## config.mk

```make
export PLATFORM = sky130hd
export DESIGN_NAME = fig8_drive_sequencer
export DESIGN_NICKNAME = d
export VERILOG_FILES = /design/src/rtl/fig8_drive_sequencer_pkg.sv /design/src/rtl/fig8_drive_sequencer_tick_prescaler.sv /design/src/rtl/fig8_drive_sequencer.sv
export SDC_FILE = /design/constraint.sdc
export NUM_CORES = 1
export LEC_CHECK = 0
export ABC_AREA = 1
export BUFFER_PORTS_ARGS = -buffer_cell sky130_fd_sc_hd__buf_4
export CAP_MARGIN = 20
export CORE_UTILIZATION = 52
export DETAILED_ROUTE_END_ITERATION = 12
export PLACE_DENSITY = 0.75
export SLEW_MARGIN = 20
export SYNTH_ARGS = -nofsm -noshare
export SYNTH_HDL_FRONTEND = slang
export SYNTH_SLANG_ARGS = --single-unit
```

## constraint.sdc

```tcl
create_clock -name clk_in -period 1.8 [get_ports clk_in]
set_clock_uncertainty 0.1 [all_clocks]
set_input_delay 0.09 -clock clk_in [delete_from_list [all_inputs] [get_ports clk_in]]
set_output_delay 0.09 -clock clk_in [all_outputs]
set_load 0.05 [all_outputs]
```

## src/rtl/fig8_drive_sequencer_pkg.sv

```systemverilog
// Shared encodings for the figure-8 drive sequencer: FSM states, segment codes
// and the wheel-velocity width used on the command path.
package fig8_pkg;

    localparam int VEL_W = 16;

    typedef enum logic [2:0] {
        IDLE = 3'd0,
        SEND = 3'd1,
        RUN  = 3'd2,
        STOP = 3'd3,
        DONE = 3'd4
    } state_e;

    typedef enum logic [1:0] {
        SEG_STR_A = 2'd0,
        SEG_ARC_L = 2'd1,
        SEG_STR_B = 2'd2,
        SEG_ARC_R = 2'd3
    } seg_e;

    function automatic logic seg_is_arc(input seg_e s);
        return (s == SEG_ARC_L) || (s == SEG_ARC_R);
    endfunction

endpackage

```

## src/rtl/fig8_drive_sequencer_tick_prescaler.sv

```systemverilog
// Segment timebase: one-cycle tick every TICK_DIV clocks while enabled.
// clr restarts the count so every segment begins on a full tick period.
module tick_prescaler #(
    parameter int TICK_DIV = 50_000
) (
    input  logic clk_in,
    input  logic rst_n,
    input  logic en,
    input  logic clr,
    output logic tick
);

    localparam logic [31:0] CNT_LAST = 32'(TICK_DIV - 1);

    logic [31:0] cnt;

    always_ff @(posedge clk_in or negedge rst_n) begin
        if (!rst_n) begin
            cnt <= '0;
        end else if (clr) begin
            cnt <= '0;
        end else if (en) begin
            if (cnt == CNT_LAST) begin
                cnt <= '0;
            end else begin
                cnt <= cnt + 32'd1;
            end
        end
    end

    assign tick = en && !clr && (cnt == CNT_LAST);

endmodule

```

## src/rtl/fig8_drive_sequencer.sv

```systemverilog
// Figure-8 manoeuvre sequencer: steps STRAIGHT, ARC_LEFT, STRAIGHT, ARC_RIGHT per
// lap and issues one wheel-velocity command per segment over valid/ready.
module fig8_drive_sequencer
    import fig8_pkg::*;
#(
    parameter int TICK_DIV   = 50_000,
    parameter int T_STRAIGHT = 2000,
    parameter int T_ARC      = 3000,
    parameter int V_FWD      = 200,
    parameter int V_IN       = 100,
    parameter int V_OUT      = 300,
    parameter int LAPS       = 1
) (
    input  logic                    clk_in,
    input  logic                    rst_n,
    input  logic                    start,
    input  logic                    abort,
    input  logic                    cmd_ready,
    output logic                    cmd_valid,
    output logic signed [VEL_W-1:0] cmd_left,
    output logic signed [VEL_W-1:0] cmd_right,
    output logic                    busy,
    output logic                    done,
    output logic [7:0]              lap_count,
    output logic [2:0]              state_o
);

    localparam logic [VEL_W-1:0] VEL_FWD_W = VEL_W'(V_FWD);
    localparam logic [VEL_W-1:0] VEL_IN_W  = VEL_W'(V_IN);
    localparam logic [VEL_W-1:0] VEL_OUT_W = VEL_W'(V_OUT);
    localparam logic [31:0]      STR_LAST  = 32'(T_STRAIGHT - 1);
    localparam logic [31:0]      ARC_LAST  = 32'(T_ARC - 1);
    localparam logic [7:0]       LAPS_W    = 8'(LAPS);

    state_e state, state_next;
    seg_e   seg, seg_next;
    logic [7:0] lap_next;
    logic [7:0] lap_inc;
    logic signed [VEL_W-1:0] cmd_left_next, cmd_right_next;
    logic abort_seen, abort_seen_next;
    logic [31:0] seg_cnt;
    logic [31:0] dur_last;
    logic tick;
    logic seg_end;
    logic handshake;

    // Arc segments drive the outer wheel faster; the side flips between left and right arcs.
    function automatic logic [2*VEL_W-1:0] seg_velocity(input seg_e s);
        case (s)
            SEG_ARC_L: return {VEL_IN_W, VEL_OUT_W};
            SEG_ARC_R: return {VEL_OUT_W, VEL_IN_W};
            default:   return {VEL_FWD_W, VEL_FWD_W};
        endcase
    endfunction

    tick_prescaler #(
        .TICK_DIV(TICK_DIV)
    ) u_prescaler (
        .clk_in(clk_in),
        .rst_n (rst_n),
        .en    (state == RUN),
        .clr   (state != RUN),
        .tick  (tick)
    );

    assign handshake = cmd_valid && cmd_ready;
    assign dur_last  = seg_is_arc(seg) ? ARC_LAST : STR_LAST;
    assign seg_end   = tick && (seg_cnt == dur_last);
    assign lap_inc   = lap_count + 8'd1;

    always_comb begin
        state_next      = state;
        seg_next        = seg;
        lap_next        = lap_count;
        cmd_left_next   = cmd_left;
        cmd_right_next  = cmd_right;
        abort_seen_next = (state == SEND) && (abort_seen || abort);

        case (state)
            IDLE, DONE: begin
                if (start && !abort) begin
                    lap_next   = 8'd0;
                    seg_next   = SEG_STR_A;
                    {cmd_left_next, cmd_right_next} = seg_velocity(SEG_STR_A);
                    state_next = SEND;
                end
            end
            SEND: begin
                // An abort seen during the transfer only takes effect once the command is accepted.
                if (handshake) begin
                    if (abort_seen || abort) begin
                        cmd_left_next  = '0;
                        cmd_right_next = '0;
                        state_next     = STOP;
                    end else begin
                        state_next = RUN;
                    end
                end
            end
            RUN: begin
                if (abort) begin
                    cmd_left_next  = '0;
                    cmd_right_next = '0;
                    state_next     = STOP;
                end else if (seg_end) begin
                    if (seg != SEG_ARC_R) begin
                        seg_next   = seg_e'(seg + 2'd1);
                        {cmd_left_next, cmd_right_next} = seg_velocity(seg_e'(seg + 2'd1));
                        state_next = SEND;
                    end else begin
                        lap_next = lap_inc;
                        if (lap_inc == LAPS_W) begin
                            cmd_left_next  = '0;
                            cmd_right_next = '0;
                            state_next     = STOP;
                        end else begin
                            seg_next   = SEG_STR_A;
                            {cmd_left_next, cmd_right_next} = seg_velocity(SEG_STR_A);
                            state_next = SEND;
                        end
                    end
                end
            end
            STOP: begin
                if (handshake) begin
                    state_next = DONE;
                end
            end
            default: begin
                state_next = IDLE;
            end
        endcase
    end

    always_ff @(posedge clk_in or negedge rst_n) begin
        if (!rst_n) begin
            state      <= IDLE;
            seg        <= SEG_STR_A;
            lap_count  <= 8'd0;
            cmd_left   <= '0;
            cmd_right  <= '0;
            abort_seen <= 1'b0;
        end else begin
            state      <= state_next;
            seg        <= seg_next;
            lap_count  <= lap_next;
            cmd_left   <= cmd_left_next;
            cmd_right  <= cmd_right_next;
            abort_seen <= abort_seen_next;
        end
    end

    // Counts completed ticks within the current segment; restarts whenever RUN is left.
    always_ff @(posedge clk_in or negedge rst_n) begin
        if (!rst_n) begin
            seg_cnt <= 32'd0;
        end else if (state != RUN) begin
            seg_cnt <= 32'd0;
        end else if (tick) begin
            seg_cnt <= seg_cnt + 32'd1;
        end
    end

    assign cmd_valid = (state == SEND) || (state == STOP);
    assign busy      = (state == SEND) || (state == RUN) || (state == STOP);
    assign done      = (state == DONE);
    assign state_o   = state;

endmodule
```

After elaboration in Yosys (flattened, before gate mapping)
Index checks and enable logic that the tools add are counted.
{"block": "classes", "n_addsub": 4, "eq_ne": 22, "mux": 39, "reduce_logical": 23}
{"operator": "$mux W32", "n": 5}
{"operator": "$mux W16", "n": 9}
{"operator": "$pmux W16 S3", "n": 2}
{"operator": "$add A32 B1 Y32 const B", "n": 2}
{"operator": "$pmux W25 S2", "n": 1}
{"operator": "$mux W8", "n": 5}
{"operator": "$eq A32 B12 Y1", "n": 1}
{"operator": "$eq A32 B16 Y1 const B", "n": 1}
{"operator": "$pmux W8 S2", "n": 1}
{"operator": "$mux W3", "n": 5}
{"operator": "$reduce_and A5 Y1", "n": 3}
{"operator": "$mux W2", "n": 7}
{"operator": "$ne A2 B2 Y1 const B", "n": 7}
{"operator": "$mux W12", "n": 1}
{"operator": "$pmux W3 S4", "n": 1}
{"operator": "$add A8 B1 Y8 const B", "n": 1}
{"operator": "$eq A8 B1 Y1 const B", "n": 1}
{"operator": "$eq A3 B2 Y1 const B", "n": 2}
{"operator": "$logic_and A1 B1 Y1", "n": 6}
{"operator": "$ne A3 B3 Y1 const B", "n": 2}
{"operator": "$reduce_bool A2 Y1", "n": 3}
{"operator": "$logic_or A1 B1 Y1", "n": 5}
{"operator": "$eq A2 B1 Y1 const B", "n": 2}
{"operator": "$eq A2 B2 Y1 const B", "n": 2}
{"operator": "other kinds (12)", "n": 13}
{"block": "totals", "ff_bits": 110, "inputBits": 5, "output_inout_bits": 46, "word_cells": 96}

Depth between registers and ports, before layout
{"block": "depth", "word_depth": 8, "depth_mapped": 13, "ltp_nobuf": 13}

Hierarchy
Synthesis repeated with hierarchy kept, for this count alone.
{"block": "unflattened", "hier_cells": 866, "area_unflattened_um2": 5834.3}
{"module": "fig8_drive_sequencer", "instances": 1, "cells_per_inst": 511, "area_each_um2": 3608.5, "seq_area_each_um2": 1301.2}
{"module": "tick_prescaler", "instances": 1, "cells_per_inst": 355, "area_each_um2": 2225.9, "seq_area_each_um2": 800.8}

Worst setup path before layout
OpenSTA, ideal clock, no wires.
{"block": "synth_timing", "path_type": "reg2out", "startpoint": "register state[2] (netlist: state_o[2])", "endpoint": "output port done", "arrival_time_ns": 1.908, "required_time_ns": 1.610, "setup_slack_ns": -0.298, "path_stages_with_launch": 3, "path_buffers": 0, "path_cell_list": "dfrtp_1 -> inv_1 -> nor3_1"}
{"block": "synth_between", "elab_chain_len": 1}
{"element": "from (decl)", "line_no": "fig8_drive_sequencer.sv:35", "text": "state_e state, state_next;"}
{"element": "from (signal assigned)", "line_no": "fig8_drive_sequencer.sv:144", "text": "state <= state_next;"}
{"element": "$eq A3 B3 Y1", "line_no": "fig8_drive_sequencer.sv:166", "text": "assign done = (state == DONE);"}
{"element": "to (decl)", "line_no": "fig8_drive_sequencer.sv:23", "text": "output logic done,"}
No other way between the ends.

Worst setup path after layout
{"block": "layout_timing", "startpoint": "register u_prescaler.cnt[5]", "endpoint": "register seg_cnt[6]"}
{"block": "layout_between", "elab_chain_len": 3}
{"element": "from (decl)", "line_no": "fig8_drive_sequencer_tick_prescaler.sv:15", "text": "logic [31:0] cnt;"}
{"element": "from (signal assigned)", "line_no": "fig8_drive_sequencer_tick_prescaler.sv:26", "text": "cnt <= cnt + 32'd1;"}
{"element": "$eq A32 B16 Y1", "line_no": "fig8_drive_sequencer_tick_prescaler.sv:31", "text": "assign tick = en && !clr && (cnt == CNT_LAST);"}
{"element": "$logic_and A1 B1 Y1", "line_no": "fig8_drive_sequencer_tick_prescaler.sv:31"}
{"element": "$reduce_bool A2 Y1 (no line)"}
{"element": "to (signal assigned)", "line_no": "fig8_drive_sequencer.sv:160", "text": "seg_cnt <= seg_cnt + 32'd1;"}
{"element": "to (decl)", "line_no": "fig8_drive_sequencer.sv:41", "text": "logic [31:0] seg_cnt;"}
No other way between the ends.
A chain may end at the register's enable or synchronous reset.

==> impl_metrics.xml <==
<?xml version="1.0" encoding="UTF-8"?>
<metrics>
  <group name="critical_path">
    <metric name="worst-endpoint-required" unit="ps">1990</metric>
    <metric name="worst_ep_arrival_time" unit="ps">2090</metric>
    <metric name="critical-path-max-stage-delay" unit="ps">460</metric>
    <metric name="crit_type" unit="">flop to flop</metric>
    <metric name="worst-path-buf-inv" unit="">3</metric>
    <metric name="timing.critical_path.max_delay_family" unit="">simple AND/OR/NAND/NOR gates</metric>
    <metric name="timing.critical_path.mode_cell" unit="">nor2_4</metric>
    <metric name="worst_r2r_endpoint" unit="">seg_cnt[6]$_DFFE_PN0P_</metric>
    <metric name="critPathLaunch" unit="">u_prescaler.cnt[5]$_DFF_PN0_</metric>
    <metric name="worst_case_reg_to_reg_path_depth" unit="">11</metric>
    <metric name="path_max_fanout" unit="">6</metric>
    <metric name="worst_setup_path_endpoint" unit="">seg_cnt[6]$_DFFE_PN0P_</metric>
    <metric name="worst_r2r_startpoint" unit="">u_prescaler.cnt[5]$_DFF_PN0_</metric>
    <metric name="critical_path.endpoint_type" unit="">flop</metric>
    <metric name="start_kind" unit="">flop</metric>
    <metric name="timing.critical_path.depth" unit="">11</metric>
    <metric name="r2r_setup_slack" unit="ps">-100</metric>
    <metric name="critPathSlowestCell" unit="">dfrtp_2</metric>
    <metric name="cell_breakdown_of_the_critical_path" unit="">nor2_2 -&gt; nand2_1 -&gt; nor2_4 -&gt; nand2_2 -&gt; nor2_4 -&gt; buf_6 -&gt; buf_12 -&gt; inv_2 -&gt; nor2_4 -&gt; o21ai_1 -&gt; a21oi_1</metric>
  </group>
  <group name="sta">
    <metric name="rsz0062_at_grt" unit="">yes</metric>
    <metric name="setup_ws" unit="ps">-100</metric>
    <metric name="drv_slew" unit="">0</metric>
    <metric name="setup_viol_count_final" unit="">25</metric>
    <metric name="timing.final.hold_violations" unit="">0</metric>
    <metric name="finalWorstPathRequiredPeriod" unit="ps">1900</metric>
    <metric name="min_period_over_period" unit="%">106</metric>
    <metric name="finalHoldWorstSlack" unit="ps">109</metric>
    <metric name="achievable-frequency" unit="MHz">526</metric>
  </group>
  <group name="job">
    <metric name="max_cap_viol_count" unit="">0</metric>
  </group>
  <group name="power_and_ir_drop">
    <metric name="clkPwrFrac" unit="%">19.4</metric>
    <metric name="power.switching_fraction" unit="%">46.1</metric>
    <metric name="combinationalPowerShare" unit="%">47.4</metric>
    <metric name="power.leakage" unit="nW">3.34</metric>
    <metric name="vdd_drop_max" unit="mV">1.22</metric>
    <metric name="powerDensity" unit="nW/um^2">877</metric>
    <metric name="p_sw" unit="mW">3.03</metric>
    <metric name="internal" unit="mW">3.55</metric>
    <metric name="pwr-share-seq" unit="%">33.2</metric>
  </group>
  <group name="global_routing">
    <metric name="grt_first_pass_wirelength" unit="um">26000</metric>
    <metric name="first_global_vias" unit="">5710</metric>
    <metric name="gr_ovfl_total" unit="">0</metric>
    <metric name="grt_max_degree" unit="">35</metric>
    <metric name="initial_antenna_violation_count" unit="">0</metric>
    <metric name="combined_global_route_utilization_of_all_metal_layers" unit="%">29.3</metric>
  </group>
  <group name="clock_network">
    <metric name="cts-root-to-sink-buffers" unit="">2</metric>
    <metric name="worst_setup_hold_path_clk_slew" unit="ps">100</metric>
    <metric name="h-tree-depth" unit="">3</metric>
    <metric name="cts_sinks" unit="">84</metric>
    <metric name="clock_insertion_delay_worst_skew" unit="ps">370</metric>
    <metric name="cts_tree" unit="">done</metric>
    <metric name="clock-root-buffer" unit="">clkbuf_8</metric>
    <metric name="cts-buffers-inserted" unit="">9</metric>
  </group>
  <group name="routing">
    <metric name="routed_via_density" unit="">5.39</metric>
    <metric name="detail-route-antenna-nets" unit="">0</metric>
    <metric name="drtIter0Drc" unit="">498</metric>
    <metric name="routed-via-count" unit="">5996</metric>
    <metric name="post_drt_wl_per_cell" unit="um">15.2</metric>
    <metric name="maxUsedRoutingLayer" unit="">met4</metric>
    <metric name="detail_route.wirelength.met1" unit="um">7060</metric>
    <metric name="firstDrtPassIters" unit="">5</metric>
    <metric name="met2WireLength" unit="um">8510</metric>
    <metric name="met3_length" unit="um">977</metric>
    <metric name="post-route-drc-count" unit="">0</metric>
    <metric name="postRouteWirelength" unit="um">16900</metric>
  </group>
  <group name="placed_design">
    <metric name="pre_cts_slack" unit="ps">-148</metric>
    <metric name="dp.cells" unit="">1068</metric>
    <metric name="place_hpwl" unit="um">11500</metric>
    <metric name="globalplace.congestion" unit="">0.929</metric>
    <metric name="io_buffer_count" unit="">30</metric>
  </group>
  <group name="logic_synthesis">
    <metric name="yosys_warnings" unit="">0</metric>
    <metric name="synth_top_cell_area_share" unit="%">38.1</metric>
    <metric name="cell_type_with_the_largest_total_area_after_synthesis" unit="">dfrtp_1</metric>
    <metric name="postSynthAreaPerCell" unit="sq um">6.69</metric>
    <metric name="largest_cells_by_area_after_synthesis" unit="">dfrtp_1 38%, nand2_1 16%, nor2_1 8.9%, inv_1 6.3%, nand4_1 6.0%</metric>
    <metric name="synth_seq_cells" unit="">84</metric>
    <metric name="synthesis.area" unit="sq um">5520</metric>
    <metric name="number_of_different_library_cells_in_the_post_synthesis_netlist" unit="">28</metric>
    <metric name="synthCells" unit="">825</metric>
    <metric name="synth.yosys.seq_area_share" unit="%">38.1</metric>
  </group>
  <group name="status">
    <metric name="outcome" unit="">complete, but fails checks</metric>
    <metric name="violated_checks" unit="">setup timing</metric>
  </group>
  <group name="die">
    <metric name="std_cell_rows" unit="">37</metric>
    <metric name="chipHeight" unit="um">105</metric>
    <metric name="x_dimension_of_the_die" unit="um">105</metric>
    <metric name="core-area" unit="sq um">10300</metric>
    <metric name="die_area" unit="sq um">11000</metric>
    <metric name="io_pins" unit="">51</metric>
    <metric name="initial_core_util" unit="%">53.4</metric>
  </group>
  <group name="finish">
    <metric name="fin_cells" unit="">1112</metric>
    <metric name="final_util" unit="%">72.6</metric>
    <metric name="area_delta_synth_final" unit="%">35.9</metric>
    <metric name="layout-drive-gt1-share" unit="%">29.8</metric>
    <metric name="fin_nets" unit="">985</metric>
    <metric name="insertedDiodeCount" unit="">0</metric>
  </group>
  <group name="worst_hold_path">
    <metric name="hp-class" unit="">input pin to asynchronous set/reset pin</metric>
  </group>
</metrics>
-- kinds of logic (layout without fill, tap and decap cells) --
kind of cell	count (synthesis)	in the layout	synth area share, %
fa+ha+maj	9	9	2.04
buf+inv	139	271	11.6
compound gates	75	75	6.87
other cells	1	20	0.0680
simple gates	506	506	39.6
flops	84	84	38.1
xor+xnor	11	11	1.75
-- through the flow --
step	power [mW]	setup TNS [ps]	area [sq um]
3_5_place_dp	4.93	-2410	6560
6_report	6.58	-667	7500
4_1_cts	6.24	-36.3	6860
3_3_place_gp	4.87	-649	6560
2_1_floorplan	4.17	-454	5620
5_1_grt	6.90	-5700	7500
-- cells in the mapped netlist, drive strengths merged --
cell / count
nand3b: 1
nor3b: 2
nor4: 2
inv: 96
dfrtp: 84
ha: 9
nand4: 53
o21ai: 54
conb: 1
xor2: 10
nor2: 134
xnor2: 1
a31oi: 1
nand3: 48
clkbuf: 8
a21oi: 19
nor3: 36
buf: 35
o21a: 1
nand2: 230
-- what timing repair did --
| item | 4_1_cts | 5_1_grt |
|---|---|---|
| pin swaps | 4 | 43 |
| hold buffers | 3 | 0 |
| cloned | 0 | 3 |
| endpoints found under the setup margin | 58 | 78 |
| gates resized for setup | 20 | 145 |
| endpoints found under the hold margin | 67 | 0 |
| setup buffers | 5 | 18 |
-- power by group through the flow --
stage / clock network [mW] / registers (mW) / logic [mW]
detailed placement: 0 / 2.22 / 2.72
finish: 1.28 / 2.19 / 3.12
global route: 1.37 / 2.21 / 3.32
CTS: 1.30 / 2.18 / 2.76
global placement: 0 / 2.21 / 2.66
floorplan: 0 / 2.55 / 1.63
-- state kept, by name, summed over array words and instances, names as in the netlist --
| register | flops |
|---|---|
| seg_cnt | 32 |
| u_prescaler.cnt | 32 |
| lap_count | 8 |
| cmd_left | 5 |
| state_o | 3 |
| seg | 2 |
| abort_seen | 1 |
| cmd_right | 1 |
-- how the worst min path moves through the flow --
stage | from | endpoint | slack, ps | cells past startpoint
global placement | rst_n | u_prescaler.cnt[9]$_DFF_PN0_ | -20 | 1
detailed placement | rst_n | u_prescaler.cnt[9]$_DFF_PN0_ | -20 | 1
finish | rst_n | u_prescaler.cnt[8]$_DFF_PN0_ | 110 | 2
floorplan | rst_n | abort_seen$_DFF_PN0_ | -310 | 0
CTS | start | state_o[2]$_DFFE_PN0P_ | 110 | 5
global route | start | state_o[2]$_DFFE_PN0P_ | 140 | 5
-- routing by layer --
layer | up-vias | global-route usage, %
li1 | 2914 | -
met3 | 43 | 5.55
met2 | 230 | 49.7
met5 | - | 0
met4 | 0 | 9.15
met1 | 2809 | 37.9
-- cells in the final DEF, fill, tap and decap left out, types with 4 or more instances in the layout --
master    Yosys  layout
nor2_4        1      13
buf_12        0       5
nor3_1       34      21
buf_6         0       8
nand3_4       0       4
nor2_2        2      15
a21oi_1      19      17
nor3_4        1       5
o21ai_0      47      22
nand2_1     230     204
nand3_2       0      11
inv_1        93      85
nor3_2        1      10
conb_1        1      20
xor2_1       10      10
ha_1          9       5
nand3_1      48      33
buf_4        29     138
o21ai_1       7      28
dfrtp_2       0      13
nand2_2       0      21
o21ai_2       0       4
dfrtp_1      84      71
clkbuf_8      0      10
nand2_4       0       5
inv_2         2       9
nor2_1      131     106
nand4_1      53      53
-- cell type report --
| cell class | count | area, sq um |
|---|---|---|
| Multi-Input combinational cell | 621 | 3310 |
| Fill cell | 789 | 2820 |
| Sequential cell | 84 | 2120 |
| Timing Repair Buffer | 159 | 1360 |
| Inverter | 96 | 365 |
| Tap cell | 136 | 170 |
| Clock buffer | 11 | 141 |
| Clock inverter | 5 | 36.3 |
Power figures use the tool's default switching activity.
